===== config.mk =====
export PLATFORM = sky130hd
export DESIGN_NAME = symbol_framer
export DESIGN_NICKNAME = d
export VERILOG_FILES = /design/src/rtl/symbol_framer.sv
export SDC_FILE = /design/constraint.sdc
export NUM_CORES = 1
export LEC_CHECK = 0
export BUFFER_PORTS_ARGS = -buffer_cell sky130_fd_sc_hd__buf_2
export CAP_MARGIN = 5
export CORE_UTILIZATION = 35
export CTS_CLUSTER_SIZE = 16
export DETAILED_ROUTE_END_ITERATION = 8
export HOLD_SLACK_MARGIN = 0.1
export PLACE_DENSITY = 0.54
export SYNTH_ARGS = -nofsm -noshare
export SYNTH_HDL_FRONTEND = slang
export SYNTH_SLANG_ARGS = --single-unit
export TNS_END_PERCENT = 30

===== constraint.sdc =====
create_clock -name clk -period 4.1 [get_ports clk]
set_clock_uncertainty 0.15 [all_clocks]
set_input_delay 0 -clock clk [delete_from_list [all_inputs] [get_ports clk]]
set_output_delay 0 -clock clk [all_outputs]
set_load 0.03 [all_outputs]

===== src/rtl/symbol_framer.sv =====
// rtl/symbol_framer.sv - packs a serial bit stream into symbols and frames them with a preamble
//
// Ports:
//   clk          single clock, shared with the downstream modulator
//   rst          asynchronous active-low reset
//   in_bit       serial payload bit
//   in_valid     in_bit/in_last valid
//   in_last      current bit is the last bit of the frame
//   in_ready     bit accepted when in_valid && in_ready
//   x0/x1/x2     symbol fields, {x0,x1,x2} = symbol MSB first
//   sym_strobe   high in the first cycle of each symbol slot
//   sym_active   current slot carries preamble or payload
//   underrun     sticky: a payload slot found the FIFO empty mid-frame
module symbol_framer #(
  parameter int DIM0_WIDTH         = 2,
  parameter int DIM1_WIDTH         = 2,
  parameter int DIM2_WIDTH         = 1,
  parameter int SAMPLES_PER_SYMBOL = 10,
  parameter int COUNTER_SIZE       = 4,
  parameter int FIFO_DEPTH         = 4,
  parameter int PREAMBLE_LEN       = 4,
  parameter logic [DIM0_WIDTH+DIM1_WIDTH+DIM2_WIDTH-1:0] PREAMBLE_SYM = 5'b10101,
  parameter logic [DIM0_WIDTH+DIM1_WIDTH+DIM2_WIDTH-1:0] IDLE_SYM     = 5'b00000
) (
  input  logic                  clk,
  input  logic                  rst,
  input  logic                  in_bit,
  input  logic                  in_valid,
  input  logic                  in_last,
  output logic                  in_ready,
  output logic [DIM0_WIDTH-1:0] x0,
  output logic [DIM1_WIDTH-1:0] x1,
  output logic [DIM2_WIDTH-1:0] x2,
  output logic                  sym_strobe,
  output logic                  sym_active,
  output logic                  underrun
);

  localparam int SYM_W  = DIM0_WIDTH + DIM1_WIDTH + DIM2_WIDTH;
  localparam int BCNT_W = $clog2(SYM_W);
  localparam int PTR_W  = (FIFO_DEPTH > 1) ? $clog2(FIFO_DEPTH) : 1;
  localparam int FCNT_W = $clog2(FIFO_DEPTH + 1);
  localparam int PRE_W  = $clog2(PREAMBLE_LEN + 1);
  localparam logic [COUNTER_SIZE-1:0] CNT_MAX = COUNTER_SIZE'(SAMPLES_PER_SYMBOL);

  typedef enum logic [1:0] {
    S_IDLE,
    S_PRE,
    S_DATA
  } state_t;

  // slot counter
  logic [COUNTER_SIZE-1:0] cnt_q, cnt_d;
  logic                    boundary;

  // packer
  logic [SYM_W-1:0]  pack_q, pack_d;
  logic [BCNT_W-1:0] bcnt_q, bcnt_d;
  logic [SYM_W-1:0]  push_sym;
  logic              accept, push;

  // symbol FIFO, entry = {symbol, last}
  logic [SYM_W:0]    mem_q [FIFO_DEPTH];
  logic [PTR_W-1:0]  wr_ptr_q, wr_ptr_d, rd_ptr_q, rd_ptr_d;
  logic [FCNT_W-1:0] fcnt_q, fcnt_d;
  logic              pop;
  logic [SYM_W:0]    head;

  // framing FSM and registered outputs
  state_t            state_q;
  logic [PRE_W-1:0]  pre_q;
  logic [SYM_W-1:0]  sym_q;
  logic              active_q;
  logic              underrun_q;

  function automatic logic [PTR_W-1:0] ptr_inc(input logic [PTR_W-1:0] p);
    return (p == PTR_W'(FIFO_DEPTH - 1)) ? '0 : p + PTR_W'(1);
  endfunction

  always_comb begin
    boundary = (cnt_q == CNT_MAX);
    cnt_d    = boundary ? COUNTER_SIZE'(1) : cnt_q + COUNTER_SIZE'(1);

    in_ready = (fcnt_q < FCNT_W'(FIFO_DEPTH));
    accept   = in_valid && in_ready;

    // Bits land MSB first; positions not yet written stay zero, which is
    // exactly the zero-fill an early in_last needs.
    push_sym = pack_q;
    for (int i = 0; i < SYM_W; i++) begin
      if (i == SYM_W - 1 - int'(bcnt_q)) push_sym[i] = in_bit;
    end
    push = accept && (in_last || (bcnt_q == BCNT_W'(SYM_W - 1)));

    pack_d = pack_q;
    bcnt_d = bcnt_q;
    if (accept) begin
      if (push) begin
        pack_d = '0;
        bcnt_d = '0;
      end else begin
        pack_d = push_sym;
        bcnt_d = bcnt_q + BCNT_W'(1);
      end
    end

    // Decisions use the registered count, so a push in the boundary cycle
    // is only seen at the next boundary.
    pop  = boundary && (state_q == S_DATA) && (fcnt_q != '0);
    head = mem_q[rd_ptr_q];

    wr_ptr_d = push ? ptr_inc(wr_ptr_q) : wr_ptr_q;
    rd_ptr_d = pop  ? ptr_inc(rd_ptr_q) : rd_ptr_q;
    unique case ({push, pop})
      2'b10:   fcnt_d = fcnt_q + FCNT_W'(1);
      2'b01:   fcnt_d = fcnt_q - FCNT_W'(1);
      default: fcnt_d = fcnt_q;
    endcase
  end

  always_ff @(posedge clk or negedge rst) begin
    if (!rst) begin
      cnt_q    <= COUNTER_SIZE'(1);
      pack_q   <= '0;
      bcnt_q   <= '0;
      wr_ptr_q <= '0;
      rd_ptr_q <= '0;
      fcnt_q   <= '0;
    end else begin
      cnt_q    <= cnt_d;
      pack_q   <= pack_d;
      bcnt_q   <= bcnt_d;
      wr_ptr_q <= wr_ptr_d;
      rd_ptr_q <= rd_ptr_d;
      fcnt_q   <= fcnt_d;
    end
  end

  // Storage needs no reset: emptiness is tracked by fcnt_q alone.
  always_ff @(posedge clk) begin
    if (push) mem_q[wr_ptr_q] <= {push_sym, in_last};
  end

  // Evaluated once per slot; the new symbol appears on the wrap edge and
  // is held for the whole slot.
  always_ff @(posedge clk or negedge rst) begin
    if (!rst) begin
      state_q    <= S_IDLE;
      pre_q      <= '0;
      sym_q      <= '0;
      active_q   <= 1'b0;
      underrun_q <= 1'b0;
    end else if (boundary) begin
      unique case (state_q)
        S_IDLE: begin
          sym_q    <= IDLE_SYM;
          active_q <= 1'b0;
          if (fcnt_q != '0) begin
            state_q <= S_PRE;
            pre_q   <= '0;
          end
        end
        S_PRE: begin
          sym_q    <= PREAMBLE_SYM;
          active_q <= 1'b1;
          if (pre_q == PRE_W'(PREAMBLE_LEN - 1)) state_q <= S_DATA;
          else pre_q <= pre_q + PRE_W'(1);
        end
        S_DATA: begin
          if (fcnt_q != '0) begin
            sym_q    <= head[SYM_W:1];
            active_q <= 1'b1;
            if (head[0]) state_q <= S_IDLE;
          end else begin
            sym_q      <= IDLE_SYM;
            active_q   <= 1'b0;
            underrun_q <= 1'b1;
          end
        end
        default: state_q <= S_IDLE;
      endcase
    end
  end

  assign x0         = sym_q[SYM_W-1 -: DIM0_WIDTH];
  assign x1         = sym_q[DIM1_WIDTH+DIM2_WIDTH-1 -: DIM1_WIDTH];
  assign x2         = sym_q[DIM2_WIDTH-1:0];
  assign sym_strobe = (cnt_q == COUNTER_SIZE'(1));
  assign sym_active = active_q;
  assign underrun   = underrun_q;

endmodule


Yosys cells after proc, flatten, opt, wreduce, memory -nomap -nowiden:

Memory sizes are Yosys's and may differ from the RTL's.
Index checks and enable logic that the tools add are counted.

* register bits: 31
* latch bits: 0
* RAM bits: 24
* ROM bits: 0
* input bits: 5
* output and inout bits: 9
* memories kept: 1

* add/sub/neg operators: 8
* multiply operators: 0
* divide/modulo/power cells: 0
* order comparisons: 1
* equality and inequality tests: 19
* shifts and indexed selects: 0
* mux-type cells: 25
* bitwise gates (word level): 1
* reduce and logical (&&, ||, !) cells: 15

Memories
* mem_q: words 4, bits a word 6, read ports 1, clocked after Yosys merged registers in 0, wr ports 1, line 63 `logic [SYM_W:0] mem_q [FIFO_DEPTH];`

Operators by type and width (number)
* $logic_not 32->1: 1
* $pmux 5 s3: 1
* $mux 2: 6
* $pmux 3 s2: 2
* $mux 5: 2
* $add 3x1->3 const B: 3
* $mux 3: 3
* $eq 2x2->1 const B: 4
* $eq 3x4->1 const A: 2
* $mux 1: 8
* $ne 2x2->1 const B: 4
* $pmux 2 s3: 1
* $reduce_bool 3->1: 2
* $reduce_and 5->1: 1
* $add 2x1->2 const B: 2
* $add 4x1->4 const B: 1
* $eq 2x1->1 const B: 2
* $eq 2x4->1 const A: 1
* $eq 4x1->1 const B: 1
* $eq 4x4->1 const A: 1
* $eq 4x4->1 const B: 1
* $logic_and 1x1->1: 4
* $mux 4: 1
* $reduce_and 4->1: 1
* 13 further kinds: 14

Depth between registers and ports, before layout:

Gate-level depths: netlist (run 1).

* word-level depth: 5
* gate-level depth with buffers: 12
* mapped depth without buffers: 12

Least setup slack after synthesis (run 1):

Ideal clock, no wire load.

* path type: reg2reg
* start: reg state_q[0]
* end: reg fcnt_q[2]
* setup time: 0.133 ns
* data arrival time: 2.077 ns
* setup slack: 1.740 ns
* cell stages (with the launch flop): 11
* path buffers: 0
* clock period less this slack: 2.360 ns
* path through: dfrtp_1 -> inv_1 -> ha_1 -> nor2b_1 -> and2_1 -> ha_1 -> inv_1 -> fa_1 -> xor2_1 -> nor2_1 -> xnor2_1

* word-level cells in the longest chain between the ends: 5

RTL lines
* from (decl): line 70 `state_t state_q;`
* from (signal assigned): line 148 `state_q <= S_IDLE;`
* from (signal assigned): line 159 `state_q <= S_PRE;`
* from (signal assigned): line 166 `if (pre_q == PRE_W'(PREAMBLE_LEN - 1)) state_q <= S_DATA;`
* $eq 2x2->1 (*): line 109 `pop = boundary && (state_q == S_DATA) && (fcnt_q != '0);`
* $logic_and 1x1->1 (*) (2 in a row): line 109
* net pop: line 66 `logic pop;`
* $eq 2x1->1 or $eq 2x2->1 (tied branches): line 114 `unique case ({push, pop})`
* $pmux 3 s2 or $reduce_bool 2->1 (tied branches)
* to (signal assigned): line 135 `fcnt_q <= fcnt_d;`
* to (decl): line 65 `logic [FCNT_W-1:0] fcnt_q, fcnt_d;`

The timed path passes the listed nets; every way through them passes the cells marked *.
A chain may end at the register's enable or synchronous reset.

Final worst setup path (run 1):

* start: reg bcnt_q[0]
* end: reg pack_q[4]

* word-level cells in the longest chain between the ends: 4

RTL lines
* from (decl): line 58 `logic [BCNT_W-1:0] bcnt_q, bcnt_d;`
* from (signal assigned): line 132 `bcnt_q <= bcnt_d;`
* $sub 3x3->4 or $eq 3x3->1 (tied branches): line 91, 93
* $eq 4x4->1 or $logic_or 1x1->1 (tied branches): line 91, 93
* $mux 1 or $logic_and 1x1->1 (tied branches): line 91, 93
* $mux 5 (*): line 98 `if (push) begin`
* to (signal assigned): line 131 `pack_q <= pack_d;`
* to (decl): line 57 `logic [SYM_W-1:0] pack_q, pack_d;`

Every way passes the cells marked *; elsewhere a longest branch is shown, timed or not.

==> impl_metrics.py, run 1 <==
metrics = {
    "critical_path": {
        "regToRegSetupSlack_ns": 0.86,
        "endpoint_kind": "flip-flop",
        "cp_data_arrival_time_ns": 3.34,
        "cp-start-kind": "flip-flop",
        "r2r-start": "bcnt_q[0]",
        "crit_end": "pack_q[4]",
        "rr_endpoint": "pack_q[4]",
        "worstPathRequired_ns": 4.20,
        "cp_max_fo": 9,
        "crit_type": "flip-flop to flip-flop",
        "critPathLaunch": "bcnt_q[0]",
        "ff2ff_path_depth": 8,
    },
    "layout": {
        "nNetsFinal": 261,
        "n_fill_cell": 687,
        "layout-drive-gt1-share_pct": 16.9,
        "multiInputGateArea_um2": 1160,
        "seqCellArea_um2": 1500,
        "n_antenna_cell": 0,
        "area_growth_pct": 11.6,
        "final_common_cell": "dfrtp_1",
        "layout_common_cells": "30 x dfrtp_1, 24 x edfxtp_1, 22 x nand2_1, 20 x ha_1, 16 x inv_1",
    },
    "clocking": {
        "ctsResizeCount": 0,
        "cts.clk_slew.worst_paths_ns": 0.10,
        "cts_max_level": 2,
        "cts_tree": "done",
        "cts_num_sinks": 55,
        "clock_latency_ns": 0.31,
        "numCtsBuffers": 5,
        "cts-root-buf": "clkbuf_8",
        "clk_path_buf_depth": 2,
        "post_cts_buffers": 0,
    },
    "timing": {
        "drv_slew": 0,
        "hold_violations": 0,
        "fmax_ghz": 0.309,
        "worstMarginPinSlew_ns": 0.736,
        "setup_tns_ns": 0,
        "setup_viol": 0,
        "slew_headroom_pct": 50.8,
        "fin_crit_ns": 3.24,
        "finalCritPeriodShare_pct": 79.0,
        "rsz0062_at_grt": "false",
    },
    "yosys": {
        "netlist_area_um2": 2730,
        "async_flop_share_pct": 56.4,
        "ys_top_cells_by_area": "dfrtp_1 27%, edfxtp_1 26%, ha_1 9.2%",
        "synth_edf_count": 24,
        "avgSynthCellArea_um2": 12.9,
        "yosys_most_used_dff": "dfrtp_1",
        "yosysTopAreaCell": "dfrtp_1",
        "ys_types": 35,
        "yosysWarningCount": 0,
        "synth_nets": 238,
        "synth_top_area_share_pct": 27.5,
        "syn_inst": 212,
        "ys_seq_elements": 55,
        "ys_seq_area_share_pct": 54.8,
    },
    "global_route": {
        "grt.overflow.total": 0,
        "grt_pass1_wl_um": 7540,
        "grt_max_degree": 32,
        "grt_pass1_vias": 1539,
        "grt_util_all_layers_pct": 12.1,
        "antenna_found_initial": 0,
    },
    "detailed_routing": {
        "dr.pass1.iters": 4,
        "drt_wl_total_um": 4540,
        "drc": 0,
        "vias_per_cell": 4.78,
        "postRouteAntennaNets": 0,
        "wire_per_inst_um": 13.6,
        "via_count": 1601,
        "drt_iter0_drc": 60,
    },
    "job": {
        "cap_violations": 0,
    },
    "die": {
        "core_area_um2": 7410,
        "die_x_um": 90.4,
        "rows": 31,
        "die_area_um2": 8160,
        "die_y_um": 90.4,
        "initial_core_util_pct": 36.9,
        "num_io_pins": 14,
    },
    "place": {
        "place_congestion": 0.723,
        "dp_hpwl_um": 3290,
        "io_buffers": 13,
    },
    "power_and_ir_drop": {
        "total_leakage_power_nw": 1.25,
        "p_per_area_nw_per_um2": 296,
        "peakVddDrop_mv": 0.134,
        "power_mw": 0.904,
    },
    "min_path": {
        "min_path_type": "input port to async pin",
    },
    "run_status": {
        "status": "completed",
    },
}
routing by layer:
metal | track usage, % | routed length, µm
met1 | 15.3 | 2170
met2 | 20.2 | 2180
met3 | 2.61 | 117
met4 | 4.84 | 77
met5 | 0 | 0
worst min path at each step:
stage | cells after the start | to
after floorplan | 0 | bcnt_q[0]
after global placement | 1 | pre_q[0]
after detailed placement | 1 | pre_q[0]
after CTS | 2 | pre_q[0]
after global routing | 2 | pre_q[0]
final | 2 | pre_q[0]
what timing repair did:
| item | in CTS | in global routing |
|---|---|---|
| endpoints found under the hold margin | 63 | 0 |
| hold buffers | 6 | 0 |
| setup endpoints to repair | 0 | 0 |
sequential cells by signal (all words and copies together), names as in the netlist:
register	count
mem_q	24
pre_q	3
state_q	2
sym_active	1
underrun	1
cnt_q	4
rd_ptr_q	2
bcnt_q	3
pack_q	5
sym_q	5
wr_ptr_q	2
fcnt_q	3
cell usage after synthesis, drive strengths merged, types with 2 or more instances:
master	n
nand2b	4
clkbuf	2
edfxtp	24
a21oi	3
and2	10
mux2	11
nor3	2
nand2	22
nor2b	5
inv	16
nor2	13
xor2	2
ha	20
a211oi	3
xnor2	3
o21ai	14
a221o	5
and3	4
dfrtp	30
nand3	3
mux4	6
critical path: stages, from the launching register on:
cell	delay, ns
dfrtp_1	0.43
inv_1	0.12
ha_1	0.22
ha_1	0.20
nor4b_2	0.67
nand2_1	0.11
dlygate4sd3_1	0.59
o22ai_1	0.13
dlygate4sd3_1	0.57
power by group:
group          internal (mW)  leakage (nW)  switching, mW
registers              0.575         0.591        0.00128
clock network          0.121        0.0483          0.182
logic                0.00895         0.610         0.0167
through the flow:
step / cells / hold slack [ns] / utilization (%) / area [µm²] / setup WS [ns]
6_report: 335 / 0.106 / 41.2 / 3050 / 0.860
5_1_grt: 335 / 0.181 / 41.2 / 3050 / 0.635
3_5_place_dp: 321 / -0.0538 / 39.2 / 2900 / 1.49
3_3_place_gp: 321 / -0.0530 / 39.2 / 2900 / 1.56
4_1_cts: 335 / 0.133 / 41.2 / 3050 / 0.893
2_1_floorplan: 212 / -0.446 / - / 2730 / 1.74
area by class of cell:
type                            count  area share [%]
Clock inverter                      3           0.615
Sequential cell                    55            49.1
Clock buffer                        5            2.26
Inverter                           16            1.97
Timing Repair Buffer               19            4.10
Tap cell                           99            4.06
Multi-Input combinational cell    138            37.9
cells by family (layout without fill, tap and decap cells):
group	after synthesis	in the layout	share of synthesized area (%)
adders and majority gates	21	21	9.89
AOI/OAI and AO/OA	29	29	7.28
buffers and inverters	19	43	2.88
and+or+nand+nor	66	66	13.1
xor gates and xnor gates	5	5	1.60
DFF	55	55	54.8
muxes	17	17	10.4
Note: power is estimated with default switching activity, not from simulation.
==> run 2: changes to the inputs <==
==> constraint.sdc (replaced) <==
create_clock -name clk -period 3.2 [get_ports clk]
set_clock_uncertainty 0.15 [all_clocks]
set_input_delay 0 -clock clk [delete_from_list [all_inputs] [get_ports clk]]
set_output_delay 0 -clock clk [all_outputs]
set_load 0.03 [all_outputs]
==> run 2 against run 1 <==
Compared with the run above: die area unchanged; sequential share of layout area down 0.32 points; total power rose by 34%; final area up 0.66%; register-to-register slack lost 0.29 ns; maximum frequency grew 23%; global-route usage rose by 0.12 points; critical path type unchanged.
==> impl_metrics.py, run 2 (synthesis results as in run 1) <==
metrics = {
    "run_status": {
        "status": "completed",
    },
    "critical_path": {
        "worstPathRequired_ns": 3.28,
        "crit_family": "adder cells",
        "worstPathBufferInverterCount": 2,
        "cp-start-kind": "flip-flop",
        "cp_cell_sequence": "inv_1, ha_1, nor2b_1, and2_1, ha_1, inv_1, fa_1, xor2_1, nor2_1, xnor2_1",
        "r2r-start": "state_q[0]",
        "cpPeakStageDelay_ns": 0.43,
        "cp_data_arrival_time_ns": 2.71,
        "cp_slowest_cell": "dfrtp_1",
        "critPathLaunch": "state_q[0]",
        "crit_type": "flip-flop to flip-flop",
        "endpoint_kind": "flip-flop",
        "cp_max_fo": 7,
    },
    "die": {
        "num_io_pins": 14,
        "die_y_um": 90.4,
        "die_x_um": 90.4,
        "initial_core_util_pct": 36.9,
        "rows": 31,
        "core_area_um2": 7410,
        "die_area_um2": 8160,
    },
    "timing": {
        "setup_tns_ns": 0,
        "finalCritPeriodShare_pct": 82.3,
        "fin_crit_ns": 2.63,
        "slew_headroom_pct": 52.0,
        "hold_violations": 0,
        "fmax_ghz": 0.380,
        "worstMarginPinSlew_ns": 0.721,
        "setup_viol": 0,
        "rsz0062_at_grt": "false",
        "drv_slew": 0,
    },
    "clocking": {
        "cts_max_level": 2,
        "clock_latency_ns": 0.30,
        "cts-root-buf": "clkbuf_8",
        "clk_path_buf_depth": 2,
        "cts_tree": "done",
        "numCtsBuffers": 5,
        "cts_num_sinks": 55,
        "post_cts_buffers": 0,
        "cts.clk_slew.worst_paths_ns": 0.10,
    },
    "place": {
        "io_buffers": 13,
        "dp_hpwl_um": 3170,
        "placed_area_um2": 2920,
        "place_congestion": 0.721,
    },
    "detailed_routing": {
        "drt_iter0_drc": 39,
        "via_count": 1535,
        "dr_wl_met3_um": 109,
        "postRouteAntennaNets": 0,
        "drc": 0,
        "wl_met1_um": 2280,
        "routed-wl-met2_um": 2000,
        "wire_per_inst_um": 13.3,
        "vias_per_cell": 4.58,
        "drt_wl_total_um": 4460,
        "dr.pass1.iters": 4,
        "highest_layer": "met4",
    },
    "layout": {
        "final_common_cell": "dfrtp_1",
        "reg_top3": "mem_q x24, pack_q x5, sym_q x5",
        "largest_reg_flops": 24,
        "top_register": "mem_q",
        "layout-drive-gt1-share_pct": 16.9,
        "final_area_um2": 3070,
        "n_fill_cell": 703,
        "nNetsFinal": 262,
        "area_growth_pct": 12.4,
        "n_antenna_cell": 0,
        "layout_common_cells": "30 x dfrtp_1, 24 x edfxtp_1, 22 x nand2_1, 20 x ha_1, 16 x inv_1",
    },
    "power_and_ir_drop": {
        "total_leakage_power_nw": 1.26,
        "power_mw": 1.21,
        "p_per_area_nw_per_um2": 394,
        "peakVddDrop_mv": 0.177,
    },
    "global_route": {
        "grt_util_all_layers_pct": 12.2,
        "grt_pass1_wl_um": 7710,
        "grt.overflow.total": 0,
        "grt_pass1_vias": 1577,
        "antenna_found_initial": 0,
        "grt_max_degree": 32,
    },
    "min_path": {
        "min_path_type": "input port to async pin",
    },
    "job": {
        "cap_violations": 0,
    },
}
-- run 2: cell types whose count changed in the layout (fill, tap and decap cells not counted), sizes merged --
cell	delta
bufinv	+1
inv	-1
clkinv	-2
clkbuf	+1
dlygate4sd3	-1
buf	+2
-- run 2: routing by layer --
layer  GRT usage (%)  vias up
met5               0        -
met1            16.4      719
met3            2.61        4
li1                -      793
met4            5.65        0
met2            18.9       19
-- run 2: stage by stage --
step	worst slack (ns)	hold WS (ns)	instances	util, %
global placement	0.639	-0.0403	323	39.4
finish	0.566	0.126	335	41.4
floorplan	0.840	-0.446	212	-
global route	0.339	0.185	335	41.4
CTS	0.545	0.155	335	41.4
detailed placement	0.594	-0.0471	323	39.4
-- run 2: worst paths after layout --
kind	to	slack, ns	depth (start not counted)
setup / recovery	fcnt_q[2]	0.57	10
hold / removal	cnt_q[1]	0.13	2
setup reg to reg	fcnt_q[2]	0.57	10
hold reg to reg	sym_q[1]	0.33	2
max in group asynchronous	pack_q[1]	2.30	2
min in group clk	sym_q[1]	0.33	2
-- run 2: layout make-up --
type,instances,area [µm²],share of cell area (%)
clock buffers,6,72.6,2.36
well taps,99,124,4.03
inverters,16,60.1,1.96
flip-flops and latches,55,1500,48.8
clock inverters,1,30.0,0.978
repair buffers,20,130,4.24
multi-input cells,138,1160,37.7
-- run 2: timing repair --
item / in CTS / in global routing
endpoints found under the hold margin: 63 / 0
gates resized for setup: 0 / 0
hold buffers: 5 / 0
-- run 2: worst reg2reg max path: cells and delay by family, from the launching register on --
kind	cells	cell delay [ns]
fa+ha+maj	3	0.77
xor+xnor	2	0.27
buf+inv	2	0.18
simple gates	3	0.77
flops	1	0.43
-- run 2: power breakdown --
| part | switching, mW | internal [mW] |
|---|---|---|
| logic | 0.0209 | 0.0113 |
| registers | 0.00169 | 0.736 |
| clock network | 0.211 | 0.230 |
